**config.mk**
```make
export PLATFORM = sky130hd
export DESIGN_NAME = pmem_arbiter
export DESIGN_NICKNAME = d
export VERILOG_FILES = /design/src/rtl/pmem_arbiter.sv
export SDC_FILE = /design/constraint.sdc
export NUM_CORES = 1
export LEC_CHECK = 0
export ABC_AREA = 0
export BUFFER_PORTS_ARGS = -buffer_cell sky130_fd_sc_hd__buf_2
export CAP_MARGIN = 30
export CORE_AREA = 4 4 323 325
export CTS_CLUSTER_DIAMETER = 150
export DETAILED_ROUTE_END_ITERATION = 6
export DIE_AREA = 0 0 327 329
export SLEW_MARGIN = 15
export SYNTH_ARGS = -nofsm -noshare
export SYNTH_HDL_FRONTEND = slang
export SYNTH_SLANG_ARGS = --single-unit
```
**constraint.sdc**
```tcl
create_clock -name clk -period 3.4 [get_ports clk]
set_clock_uncertainty 0.2 [all_clocks]
set_input_delay 0 -clock clk [delete_from_list [all_inputs] [get_ports clk]]
set_output_delay 0 -clock clk [all_outputs]
set_load 0.005 [all_outputs]
```
**src/rtl/pmem_arbiter.sv**
```systemverilog
// rtl/pmem_arbiter.sv - two-client round-robin arbiter onto a single physical-memory line port
module pmem_arbiter #(
    parameter int ADDR_W = 16,
    parameter int LINE_W = 128
) (
    input  logic              clk,
    input  logic              rst_n,

    input  logic              i_read,
    input  logic              i_write,
    input  logic [ADDR_W-1:0] i_address,
    input  logic [LINE_W-1:0] i_wdata,
    output logic              i_resp,
    output logic [LINE_W-1:0] i_rdata,

    input  logic              d_read,
    input  logic              d_write,
    input  logic [ADDR_W-1:0] d_address,
    input  logic [LINE_W-1:0] d_wdata,
    output logic              d_resp,
    output logic [LINE_W-1:0] d_rdata,

    output logic              pmem_read,
    output logic              pmem_write,
    output logic [ADDR_W-1:0] pmem_address,
    output logic [LINE_W-1:0] pmem_wdata,
    input  logic              pmem_resp,
    input  logic [LINE_W-1:0] pmem_rdata
);

    typedef enum logic [1:0] {
        ST_IDLE   = 2'd0,
        ST_BUSY_I = 2'd1,
        ST_BUSY_D = 2'd2,
        ST_DONE   = 2'd3
    } state_t;

    state_t              r_state;
    logic                r_last_grant_d;   // 1: dcache was granted most recently
    logic                r_pmem_read;
    logic                r_pmem_write;
    logic [ADDR_W-1:0]   r_address;
    logic [LINE_W-1:0]   r_wdata;

    logic                w_req_i;
    logic                w_req_d;
    logic                w_grant_d;
    logic                w_sel_write;
    logic [ADDR_W-1:0]   w_sel_address;
    logic [LINE_W-1:0]   w_sel_wdata;

    assign w_req_i = i_read | i_write;
    assign w_req_d = d_read | d_write;

    // dcache wins when it is alone, or on a tie when icache was served last
    assign w_grant_d = w_req_d & (~w_req_i | ~r_last_grant_d);

    // A write strobe dominates a simultaneous read strobe from the same client
    assign w_sel_write   = w_grant_d ? d_write   : i_write;
    assign w_sel_address = w_grant_d ? d_address : i_address;
    assign w_sel_wdata   = w_grant_d ? d_wdata   : i_wdata;

    // Arbitration FSM: grant in IDLE, hold latched op in BUSY, one dead cycle in DONE
    always_ff @(posedge clk or negedge rst_n) begin
        if (!rst_n) begin
            r_state        <= ST_IDLE;
            r_last_grant_d <= 1'b0;
            r_pmem_read    <= 1'b0;
            r_pmem_write   <= 1'b0;
            r_address      <= '0;
            r_wdata        <= '0;
        end else begin
            case (r_state)
                ST_IDLE: begin
                    if (w_req_i | w_req_d) begin
                        r_address      <= w_sel_address;
                        r_wdata        <= w_sel_wdata;
                        r_pmem_write   <= w_sel_write;
                        r_pmem_read    <= ~w_sel_write;
                        r_last_grant_d <= w_grant_d;
                        r_state        <= w_grant_d ? ST_BUSY_D : ST_BUSY_I;
                    end
                end
                ST_BUSY_I, ST_BUSY_D: begin
                    if (pmem_resp) begin
                        r_pmem_read  <= 1'b0;
                        r_pmem_write <= 1'b0;
                        r_state      <= ST_DONE;
                    end
                end
                ST_DONE: begin
                    r_state <= ST_IDLE;
                end
                default: begin
                    r_pmem_read  <= 1'b0;
                    r_pmem_write <= 1'b0;
                    r_state      <= ST_IDLE;
                end
            endcase
        end
    end

    // Completion is forwarded only to the client that owns the in-flight op
    assign i_resp = (r_state == ST_BUSY_I) & pmem_resp;
    assign d_resp = (r_state == ST_BUSY_D) & pmem_resp;

    // Read data fans out to both clients; each qualifies it with its own resp
    assign i_rdata = pmem_rdata;
    assign d_rdata = pmem_rdata;

    assign pmem_read    = r_pmem_read;
    assign pmem_write   = r_pmem_write;
    assign pmem_address = r_address;
    assign pmem_wdata   = r_wdata;

endmodule

```
# Word-level counts from Yosys, hierarchy flattened
# Cells that the tools add are included.
# totals
reg_bits,149
input_bits,423
word_cells,39
# classes
n_eq_ne,5
muxes,12
bitwise_logic,10
reduce_logical,6
# op_table
cell,count
two-way mux 128 bit,1
two-way mux 16 bit,1
two-way mux 2 bit,3
case mux 2 bit (3 select lines),1
"equality test 2 bit, second input constant",2
two-way mux 1 bit,4
"!= test 2 bit, second input constant",2
bitwise OR 1 bit,4
case mux 1 bit (2 select lines),2
AND reduction 2 bit,2
bitwise AND 1 bit,3
inverter 1 bit,3
AND reduction 3 bit,1
"equality test 2 x 1 -> 1 bit, second input constant",1
zero test 2 bit,1
nonzero test 2 bit,1
OR reduction 2 bit,1

# Longest topological paths before layout
# Gate-level depths: netlist of run 1.
# logic_depth
word_depth,8
mapped_depth,8
ltp_nobuf,5

# Worst setup path after synthesis of run 1
# Ideal clock, no wire load.
# synth_timing
path_type,register -> register
from,register r_state[0]
to,register r_last_grant_d
setup_time_ns,0.125
t_arrival_ns,1.435
t_required_ns,3.075
setup_slack_ns,1.640
stages_incl_launch_ff,7
path_buffers,2
path_cell_list,dfrtp_1 > inv_1 > ha_1 > nor2b_1 > buf_6 > buf_6 > mux2_4
# synth_via
elab_chain_len,2
# synth_rtl
item,line,source
start: declaration,38,state_t r_state;
start signal: assignment,81,r_state <= w_grant_d ? ST_BUSY_D : ST_BUSY_I;
zero test 2 bit,73,case (r_state)
AND reduction 2 bit (no source line),-,
end signal: assignment,80,r_last_grant_d <= w_grant_d;
end: declaration,39,logic r_last_grant_d;
# No other way between the ends.
# A chain may end at the register's enable or synchronous reset.

# Worst setup path in the final report of run 1
# layout_timing
from,register r_state[1]
to,register r_wdata[68] (netlist: pmem_wdata[68])
# layout_via
elab_chain_len,2
# layout_rtl
item,line,source
zero test 2 bit,73,
AND reduction 2 bit (no source line),-,
end signal: assignment,77,r_wdata <= w_sel_wdata;
end: declaration,43,logic [LINE_W-1:0] r_wdata;
# No other way between the ends.

==> run metrics, run 1 <==
status complete, no violations; DR vias/cell 3.23; Post-CTS Setup Bufs 0; Antenna Nets Post-Route 0; Inst Count DP approximately 2600; Worst Tran Pin Value 0.826 ns; Max Cap Viol 0; Yosys cell types 26; Net count, final 2086; switching pwr between 5 and 6 mW; Synth area leaders dfrtp_1, buf_4, nand2_1; final hold vios 0; syn nets around 1500; largest net degree at the start of global routing 171; hold_buf cts 430; share of cells above drive strength 1 0.292; final slew viol count 0; initial antenna violation count 30; Area Overhead vs Synth 75.9%; Fmax 0.349 GHz; Critical Path AT 3.08 ns; H-Tree Depth 4; Tmin final around 2.9 ns; Mapped Area 8860 um2; Min-Delay Path Class input pin to flip-flop; Finish-stage setup viols 0; Finished Layout Cells 3051; CP Launch Type flip-flop; CP Launch Point r_state[1]$_DFFE_PN0P_; first-pass GRT wire length slightly above 80000 um; sequential fraction of design power 0.260; crit path capture type flip-flop; crit-path cells inv_1 -> ha_1 -> nor2b_4 -> buf_12 -> nor2_1 -> a31oi_1 -> dlygate4sd3_1; Die X between 300 and 400 um; DP Area 10600 um2; sequential fraction of the synthesis area 0.421; DRT Pass-1 Iters 5; initial drt markers 468; Sw Ratio 0.403; DRC viols 0; origin of the critical flop-to-flop path r_state[1]$_DFFE_PN0P_; Int Pwr 7.49 mW; total clock buffers created by CTS 17; Vert. Die Dim 329 um; Hold Startpoint d_address[5]; unrepaired setup endpoints after global routing false; CTS tree done; Yosys top cell area share 0.421; Yosys top cell by area dfrtp_1; grt total ovfl 0; overall routing resource usage 0.109; Most used DFF post-synth dfrtp_1; Initial Util 0.0874; cell area after layout approximately 16000 um2; core area 101000 um2; # fillers 11400; Clock Sinks 149; synthesized area per cell 8.22 um2; Critical Path Max Stage Delay between 0.5 and 0.6 ns; WL/cell 20.2 um; final setup TNS 0 ns; CTS max path bufs 2; Worst VDD drop 0.809 mV; slew margin rel. 0.449; Logic pwr share 0.561; register bit total from synthesis 149; FFs w/ async S/R, synth 1.00; post-DP HPWL 47700 um; Routed WL 61800 um; post-CTS sizing 0; pwr dens 805 nW/um2; Clk pwr share 0.180; PortBufs about 440; period utilization 0.843; Post-Synthesis Cells 1079; routability cong. 0.879; Top Ports ~830; Ys Warns 0; crit path max fanout 170; Leakage Power 6.70 nW; Worst Path Required 3.61 ns; row count ~120; CP Class flip-flop to flip-flop; DR vias 9841; Die Area around 110000 um2; vias in the first global route approximately 10000; Post-synth EDFFs 0; CP max-delay cell dlygate4sd3_1; root buffer cell clkbuf_16; clock slew at reported path FFs ~0.08 ns; Clock Latency Late Sink 0.48 ns; worst hold slack 0.102 ns
routing by layer:
metal,up-vias,routed length (um),GRT usage
met1,4641,23600,0.122
met5,-,47,0
met4,8,2130,0.0400
li1,4439,-,-
met2,634,28500,0.178
met3,119,7460,0.0581
worst max-delay path, delay by kind of cell (launching register included):
family          cells  cell delay, ns
flops               1            0.39
fa+ha+maj           1            0.26
simple gates        2            0.36
buf+inv             3            1.14
compound gates      1            0.20
Yosys cell counts, types with 2 or more instances:
| master | number |
|---|---|
| a31oi_1 | 145 |
| nand2b_1 | 2 |
| nand2_1 | 292 |
| buf_6 | 23 |
| and2_1 | 3 |
| buf_2 | 23 |
| inv_1 | 4 |
| a21oi_1 | 2 |
| ha_1 | 4 |
| clkbuf_1 | 16 |
| nor2_1 | 145 |
| a22oi_1 | 2 |
| buf_4 | 257 |
| dfrtp_1 | 149 |
power groups by stage:
stage	combinational [mW]	clock, mW	sequential [mW]
6_report	7.03	2.25	3.26
5_1_grt	7.73	2.42	3.37
2_1_floorplan	2.75	0	3.26
3_3_place_gp	4.70	0	3.26
3_5_place_dp	4.76	0	3.29
4_1_cts	7.01	2.37	3.25
final timing paths:
check / end / cells after the start / slack (ns)
max: pmem_wdata[68]$_DFFE_PN0P_ / 7 / 0.53
min: pmem_address[5]$_DFFE_PN0P_ / 4 / 0.10
max reg2reg: pmem_wdata[68]$_DFFE_PN0P_ / 7 / 0.53
min reg2reg: r_last_grant_d$_DFFE_PN0P_ / 1 / 0.40
max in group asynchronous: pmem_wdata[116]$_DFFE_PN0P_ / 4 / 2.05
min in group asynchronous: pmem_wdata[76]$_DFFE_PN0P_ / 4 / 0.48
flip-flops by register name, summed over array words and instances (netlist names):
register and count:
pmem_address 16, pmem_read 1, pmem_wdata 128, pmem_write 1
r_last_grant_d 1, r_state 2
layout by cell type, fill, tap and decap left out:
cell type      count
buf_2            441
dlygate4sd3_1    429
nand2_1          292
dfrtp_1          149
nor2_1           145
a31oi_1          145
clkbuf_16         17
diode_2           11
inv_6              6
buf_12             5
inv_1              4
ha_1               4
bufinv_16          4
inv_8              3
and2_1             2
a21oi_1            2
a22oi_1            2
nand2b_1           2
clkinv_2           2
buf_16             2
buf_4              2
nor4_4             1
nor2b_4            1
or2_1              1
o21ai_1            1
nand2_8            1
and2_4             1
a21boi_0           1
a22o_1             1
mux2_4             1
o21ai_0            1
o31ai_1            1
a311o_1            1
nand3_1            1
clkbuf_8           1
through the flow:
step	utilization	total power, mW	worst slack, ns
after global routing	0.154	13.5	0.444
after floorplan	-	6.00	1.64
final	0.154	12.5	0.535
after global placement	0.104	7.95	1.24
after detailed placement	0.104	8.05	1.20
after CTS	0.153	12.6	0.651
cell families after synthesis:
kind of cell    Yosys count  synth area share
compound gates          155             0.110
fa+ha+maj                 4           0.00565
buf+inv                 323             0.268
flops                   149             0.421
mux                       1           0.00169
simple gates            447             0.194
cell type report:
type	count	area, um2	share of cell area
Antenna cell	11	27.5	0.00177
Multi-Input combinational cell	607	2780	0.178
Clock inverter	15	216	0.0139
Sequential cell	149	3730	0.239
Clock buffer	17	425	0.0273
Timing Repair Buffer	880	6690	0.429
Inverter	4	15.0	0.000963
Tap cell	1368	1710	0.110
Note: power is estimated with default switching activity, not from simulation.
==> run 2: changes to the inputs <==
--- a/config.mk
+++ b/config.mk
@@ -8,10 +8,10 @@
 export ABC_AREA = 0
 export BUFFER_PORTS_ARGS = -buffer_cell sky130_fd_sc_hd__buf_2
 export CAP_MARGIN = 30
-export CORE_AREA = 4 4 323 325
+export CORE_AREA = 4 4 316 318
 export CTS_CLUSTER_DIAMETER = 150
 export DETAILED_ROUTE_END_ITERATION = 6
-export DIE_AREA = 0 0 327 329
+export DIE_AREA = 0 0 320 322
 export SLEW_MARGIN = 15
 export SYNTH_ARGS = -nofsm -noshare
 export SYNTH_HDL_FRONTEND = slang
==> constraint.sdc (replaced) <==
create_clock -name clk -period 2.95 [get_ports clk]
set_clock_uncertainty 0.2 [all_clocks]
set_input_delay 0 -clock clk [delete_from_list [all_inputs] [get_ports clk]]
set_output_delay 0 -clock clk [all_outputs]
set_load 0.005 [all_outputs]
==> run 2 against run 1 <==
  * Sequential share of layout area is 0.14 points higher
  * Sequential cell count did not move
  * Count of clock-buffer cells in the layout stayed put
  * Setup slack worse by 0.41 ns
  * Clock power increased by 15%
  * Critical path type unchanged
  * Final cell count is 2.9% lower
  * Largest cell class unchanged
  * Non-clock buffer count is 2 higher
  * Global-route usage down 0.094 points
==> run metrics, run 2 (same netlist as run 1, synthesis figures left out) <==
sequential fraction of design power 0.257 (was 0.260); clock slew at reported path FFs 0.08 ns (about the same); Initial Util 0.0918 (was 0.0874); Clock Sinks 149 (unchanged); most frequent CP cell buf_12; first-pass GRT wire length 77100 um (was 80900 um); routability cong. 0.827 (was 0.879); switching pwr 5.68 mW (was 5.05 mW); most frequent cells in the layout buf_2, dlygate4sd3_1, nand2_1, dfrtp_1 (unchanged); Critical Path AT 3.05 ns (was 3.08 ns); Worst Path Required 3.17 ns (was 3.61 ns); vias in the first global route 9705 (was 10000); root buffer cell clkbuf_16 (unchanged); row count 114 (was 117); Worst VDD drop 0.614 mV (was 0.809 mV); final hold vios 0 (unchanged); cell area after layout 15500 um2 (was 15600 um2); max reg flops 128 (unchanged); Vert. Die Dim 322 um (was 329 um); status complete, no violations (unchanged); CP Launch Type flip-flop (unchanged); Die Area 103000 um2 (was 108000 um2); Post-Place Worst Slack 0.833 ns (was 1.20 ns); CTS tree done (unchanged); Finish-stage setup viols 0 (unchanged); commonest non-fill, non-tap cell in the layout buf_2 (unchanged); Buf/Inv on CP 4 (was 3); Logic pwr share 0.563 (was 0.561); final slew viol count 0 (unchanged); CTS max path bufs 2 (unchanged); Tmin final 2.83 ns (was 2.87 ns); worst hold slack 0.107 ns (was 0.102 ns); crit-path cells inv_1 -> ha_1 -> nor2b_4 -> buf_12 -> buf_12 -> nor2_1 -> a31oi_1 -> dlygate4sd3_1 (was inv_1 -> ha_1 -> nor2b_4 -> buf_12 -> nor2_1 -> a31oi_1 -> dlygate4sd3_1); Sw Ratio 0.396 (was 0.403); share of cells above drive strength 1 0.293 (was 0.292); Critical Path Max Stage Delay 0.58 ns (about the same); Max Cap Viol 0 (unchanged); final setup TNS 0 ns (unchanged); Min-Delay Path Class input pin to flip-flop (unchanged); cell family with most CP delay buffers and inverters (unchanged); largest net degree at the start of global routing 153 (was 171); pwr dens 927 nW/um2 (was 805 nW/um2); Clock Latency Late Sink 0.48 ns (about the same); # fillers 10900 (was 11400); grt total ovfl 0 (unchanged); total clock buffers created by CTS 17 (unchanged); Net count, final 2088 (was 2086); Worst Tran Pin Value 0.729 ns (was 0.826 ns); DRC viols 0 (unchanged); period utilization 0.958 (was 0.843); H-Tree Depth 4 (unchanged); post-DP HPWL 45900 um (was 47700 um); CP Class flip-flop to flip-flop (unchanged); initial antenna violation count 27 (was 30); Int Pwr 8.68 mW (was 7.49 mW); Clk pwr share 0.180 (about the same); DRT Pass-1 Iters 4 (was 5); CP max-delay cell dlygate4sd3_1 (unchanged); PortBufs 442 (unchanged); worst setup margin 0.125 ns (was 0.535 ns); crit path capture type flip-flop (unchanged); Antenna Nets Post-Route 0 (unchanged); Area Overhead vs Synth 74.8% (was 75.9%); DR vias/cell 3.28 (was 3.23); Top Ports 827 (unchanged); overall routing resource usage 0.108 (was 0.109); crit path max fanout 71 (was 170); core area 96600 um2 (was 101000 um2); initial drt markers 497 (was 468); slew margin rel. 0.514 (was 0.449); DR vias 9717 (was 9841); Leakage Power 6.71 nW (was 6.70 nW); Die X 320 um (was 327 um); DP Area 10500 um2 (was 10600 um2); Fmax 0.354 GHz (was 0.349 GHz); WL/cell 19.9 um (was 20.2 um); Routed WL 59100 um (was 61800 um)
[run 2: stage by stage]
step | power (mW) | utilization | cells
after CTS | 14.5 | 0.160 | 2949
after floorplan | 6.92 | - | 1079
after global placement | 9.07 | 0.109 | 2488
final | 14.4 | 0.160 | 2961
after detailed placement | 9.18 | 0.109 | 2488
after global routing | 15.5 | 0.160 | 2951
[run 2: power by group through the flow]
| stage | sequential [mW] | combinational (mW) | clock (mW) |
|---|---|---|---|
| finish | 3.69 | 8.09 | 2.58 |
| global route | 3.83 | 8.89 | 2.79 |
| CTS | 3.69 | 8.03 | 2.74 |
| detailed placement | 3.74 | 5.44 | 0 |
| global placement | 3.71 | 5.36 | 0 |
| floorplan | 3.75 | 3.17 | 0 |
[run 2: path summary, 6_finish.rpt]
path | slack (ns) | end | cells after the start | start
setup / recovery | 0.12 | pmem_wdata[38]$_DFFE_PN0P_ | 8 | r_state[0]$_DFFE_PN0P_
hold / removal | 0.11 | pmem_wdata[74]$_DFFE_PN0P_ | 4 | i_wdata[74]
setup reg to reg | 0.12 | pmem_wdata[38]$_DFFE_PN0P_ | 8 | r_state[0]$_DFFE_PN0P_
hold reg to reg | 0.40 | r_last_grant_d$_DFFE_PN0P_ | 1 | r_last_grant_d$_DFFE_PN0P_
max in group asynchronous | 1.20 | pmem_address[9]$_DFFE_PN0P_ | 4 | rst_n
min in group asynchronous | 0.51 | pmem_wdata[72]$_DFFE_PN0P_ | 3 | rst_n
[run 2: what timing repair did]
item | 4_1_cts | 5_1_grt
endpoints found under the setup margin | 0 | 1
hold endpoints to repair | 553 | 0
buffers inserted | 0 | 0
gates resized for setup | 0 | 2
hold buffers | 429 | 0
[run 2: metal layers]
| layer | vias to the layer above | routed length [um] | track usage | part of all wire |
|---|---|---|---|---|
| met4 | 6 | 1790 | 0.0349 | 0.030 |
| li1 | 4443 | - | - | - |
| met3 | 105 | 7860 | 0.0632 | 0.13 |
| met2 | 628 | 26900 | 0.174 | 0.45 |
| met5 | - | 41 | 0 | 0.00069 |
| met1 | 4535 | 22500 | 0.121 | 0.38 |
[run 2: area by class of cell]
| class | instances | area, um2 | area share |
|---|---|---|---|
| antenna | 11 | 27.5 | 0.00178 |
| inverter | 4 | 15.0 | 0.000969 |
| sequential | 149 | 3730 | 0.241 |
| multi-input combinational | 607 | 2780 | 0.179 |
| timing repair buffer | 882 | 6690 | 0.432 |
| tap | 1276 | 1600 | 0.103 |
| clock buffer | 17 | 425 | 0.0274 |
| clock inverter | 15 | 230 | 0.0149 |
[run 2: worst register-to-register path, delay by kind of cell (launching register included)]
| family | cells | cell delay, ns |
|---|---|---|
| DFF | 1 | 0.39 |
| adders and majority gates | 1 | 0.26 |
| buffers and inverters | 4 | 1.28 |
| and+or+nand+nor | 2 | 0.48 |
| AOI/OAI and AO/OA | 1 | 0.17 |
==> run 3: changes to the inputs <==
--- a/config.mk
+++ b/config.mk
@@ -5,13 +5,13 @@
 export SDC_FILE = /design/constraint.sdc
 export NUM_CORES = 1
 export LEC_CHECK = 0
-export ABC_AREA = 0
+export ABC_AREA = 1
 export BUFFER_PORTS_ARGS = -buffer_cell sky130_fd_sc_hd__buf_2
 export CAP_MARGIN = 30
-export CORE_AREA = 4 4 316 318
+export CORE_AREA = 4 4 322 324
 export CTS_CLUSTER_DIAMETER = 150
 export DETAILED_ROUTE_END_ITERATION = 6
-export DIE_AREA = 0 0 320 322
+export DIE_AREA = 0 0 326 328
 export SLEW_MARGIN = 15
 export SYNTH_ARGS = -nofsm -noshare
 export SYNTH_HDL_FRONTEND = slang
==> run 3 against run 2 <==
  * Total power is 7.5% lower
  * Critical endpoint is now pmem_wdata[84]$_DFFE_PN0P_
  * Critical path depth increased by 2
  * Largest power group unchanged
  * Utilization rose by 0.87 points
  * Setup slack improved by 0.12 ns
  * Sequential cell count unchanged
  * Largest cell class unchanged
==> run metrics, run 3 <==
Net count, final 2400 (was 2088); Vert. Die Dim 328 um (was 322 um); status complete, no violations (unchanged); WL/cell 16.1 um (was 19.9 um); pwr dens 776 nW/um2 (was 927 nW/um2); Leakage Power 8.33 nW (was 6.71 nW); Inst Count DP 2892 (was 2488); CP Launch Type input pin (was flip-flop); Finish-stage setup viols 0 (unchanged); H-Tree Depth 4 (unchanged); PortBufs 442 (unchanged); final setup TNS 0 ns (unchanged); slew margin rel. 0.460 (was 0.514); commonest non-fill, non-tap cell in the layout nand2_1 (was buf_2); Worst Path Required 3.13 ns (was 3.17 ns); Yosys cell types 17 (was 26); Clock Latency Late Sink 0.49 ns (was 0.48 ns); Post-Place Worst Slack 0.950 ns (was 0.833 ns); Routed WL 54300 um (was 59100 um); CP Class input pin to flip-flop (was flip-flop to flip-flop); FFs w/ async S/R, synth 1.00 (unchanged); most common cell in the netlist nand2_1 (unchanged); most frequent cells after synthesis nand2_1, buf_4, dfrtp_1, inv_1, nand3_1 (was nand2_1, buf_4, dfrtp_1, a31oi_1, nor2_1); CTS tree done (unchanged); most frequent CP cell dlygate4sd3_1 (was buf_12); Worst VDD drop 0.428 mV (was 0.614 mV); Worst Tran Pin Value 0.810 ns (was 0.729 ns); Min-Delay Path Class input pin to flip-flop (unchanged); Post-synth EDFFs 0 (unchanged); post-CTS sizing 0 (unchanged); Antenna Nets Post-Route 0 (unchanged); Critical Path Max Stage Delay 0.60 ns (was 0.58 ns); clock slew at reported path FFs 0.09 ns (was 0.08 ns); share of cells above drive strength 1 0.254 (was 0.293); vias in the first global route 11900 (was 9705); period utilization 0.916 (was 0.958); final slew viol count 0 (unchanged); Die X 326 um (was 320 um); initial drt markers 525 (was 497); DR vias/cell 3.36 (was 3.28); row count 117 (was 114); crit-path cells dlygate4sd3_1 -> buf_2 -> nor2_2 -> inv_6 -> buf_4 -> nand3b_1 -> dlygate4sd3_1 -> nand3_1 -> dlygate4sd3_1 -> nand2_1 (was inv_1 -> ha_1 -> nor2b_4 -> buf_12 -> buf_12 -> nor2_1 -> a31oi_1 -> dlygate4sd3_1); Most used DFF post-synth dfrtp_1 (unchanged); DRT Pass-1 Iters 6 (was 4); final hold vios 0 (unchanged); Mapped Area 10300 um2 (was 8860 um2); Yosys top cell by area dfrtp_1 (unchanged); Finished Layout Cells 3364 (was 2961); routability cong. 0.802 (was 0.827); Tmin final 2.70 ns (was 2.83 ns); Ys Warns 0 (unchanged); most frequent cells in the layout nand2_1, buf_2, dlygate4sd3_1, inv_1, dfrtp_1 (was buf_2, dlygate4sd3_1, nand2_1, dfrtp_1); Max Cap Viol 0 (unchanged); initial antenna violation count 18 (was 27); first-pass GRT wire length 77100 um (about the same); root buffer cell clkbuf_16 (unchanged); syn nets 1821 (was 1506); CTS max path bufs 2 (unchanged); crit path capture type flip-flop (unchanged); Synth area leaders dfrtp_1, buf_4, nand2_1 (unchanged); register bit total from synthesis 149 (unchanged); DRC viols 0 (unchanged); fin util 0.169 (was 0.160); Critical Path AT 2.88 ns (was 3.05 ns); total clock buffers created by CTS 17 (unchanged); unrepaired setup endpoints after global routing false; Top Ports 827 (unchanged); Post-Synthesis Cells 1394 (was 1079); grt total ovfl 0 (unchanged); # fillers 11200 (was 10900); Yosys top cell area share 0.363 (was 0.421); sequential fraction of the synthesis area 0.363 (was 0.421); Area Overhead vs Synth 66.7% (was 74.8%); DR vias 11300 (was 9717); CP max-delay cell buf_4 (was dlygate4sd3_1); post-DP HPWL 37500 um (was 45900 um); Die Area 107000 um2 (was 103000 um2); synthesized area per cell 7.37 um2 (was 8.22 um2); Initial Util 0.102 (was 0.0918); overall routing resource usage 0.0981 (was 0.108); worst setup margin 0.248 ns (was 0.125 ns); crit path max fanout 63 (was 71); Fmax 0.370 GHz (was 0.354 GHz); core area 101000 um2 (was 96600 um2); max reg flops 128 (unchanged); largest net degree at the start of global routing 83 (was 153); Post-CTS Setup Bufs 0 (unchanged); Clock Sinks 149 (unchanged)
## run 3: cell types whose count changed after synthesis, sizes merged, moves of 15 or more
cell	previous run	this run
a31oi	145	0
buf	303	318
inv	4	151
nand2	293	454
nand3	1	148
nand3b	0	144
nor2	145	5
## run 3: report_power, final
group          internal [mW]  leakage [nW]  switching [mW]
clock network           1.13         0.264            1.15
logic                   3.28          6.24            4.04
registers               3.09          1.82           0.607
total                   7.49          8.33            5.79
## run 3: path summary, 6_finish.rpt
kind | from | to | slack, ns | cells after the start
setup / recovery | d_write | pmem_wdata[84]$_DFFE_PN0P_ | 0.25 | 10
hold / removal | d_wdata[39] | pmem_wdata[39]$_DFFE_PN0P_ | 0.15 | 5
setup reg to reg | r_last_grant_d$_DFFE_PN0P_ | pmem_wdata[84]$_DFFE_PN0P_ | 0.34 | 7
hold reg to reg | pmem_wdata[58]$_DFFE_PN0P_ | pmem_wdata[58]$_DFFE_PN0P_ | 0.28 | 2
max in group asynchronous | rst_n | pmem_wdata[3]$_DFFE_PN0P_ | 1.61 | 4
min in group asynchronous | rst_n | pmem_wdata[87]$_DFFE_PN0P_ | 0.51 | 4
## run 3: logic make-up (layout without fill, tap and decap cells)
logic type,Yosys count,after routing,share of synthesized area
flops,149,149,0.363
other cells,0,10,0
fa+ha+maj,4,4,0.00487
buf+inv,486,1078,0.284
simple gates,753,753,0.347
compound gates,2,2,0.000975
## run 3: layout make-up
| type | count | area [um2] | share of cell area |
|---|---|---|---|
| clock buffer | 19 | 443 | 0.0259 |
| sequential | 149 | 3730 | 0.218 |
| clock inverter | 13 | 113 | 0.00658 |
| tap | 1368 | 1710 | 0.100 |
| inverter | 151 | 577 | 0.0337 |
| multi-input combinational | 759 | 3650 | 0.214 |
| antenna | 10 | 25.0 | 0.00146 |
| timing repair buffer | 895 | 6870 | 0.401 |
## run 3: layer usage
metal | vias up | global-route usage | share of wire
li1 | 5208 | - | -
met3 | 81 | 0.0424 | 0.11
met1 | 5327 | 0.113 | 0.40
met5 | - | 0 | 0.00050
met4 | 4 | 0.0393 | 0.030
met2 | 698 | 0.161 | 0.46
## run 3: through the flow
stage	total power, mW	hold slack (ns)	instance area, um2
finish	13.3	0.155	17100
global route	14.5	0.131	17100
floorplan	6.85	-0.496	10300
detailed placement	9.69	-0.200	12200
global placement	9.65	-0.200	12200
CTS	13.6	0.0674	17100
## run 3: repair_timing
item,in CTS,in global routing
hold buffers,430,0
hold endpoints to repair,553,0
setup endpoints to repair,0,0
## run 3: critical path, delay by kind of cell
family / cells / cell delay, ns
buf+inv: 6 / 2.51
simple gates: 4 / 0.36
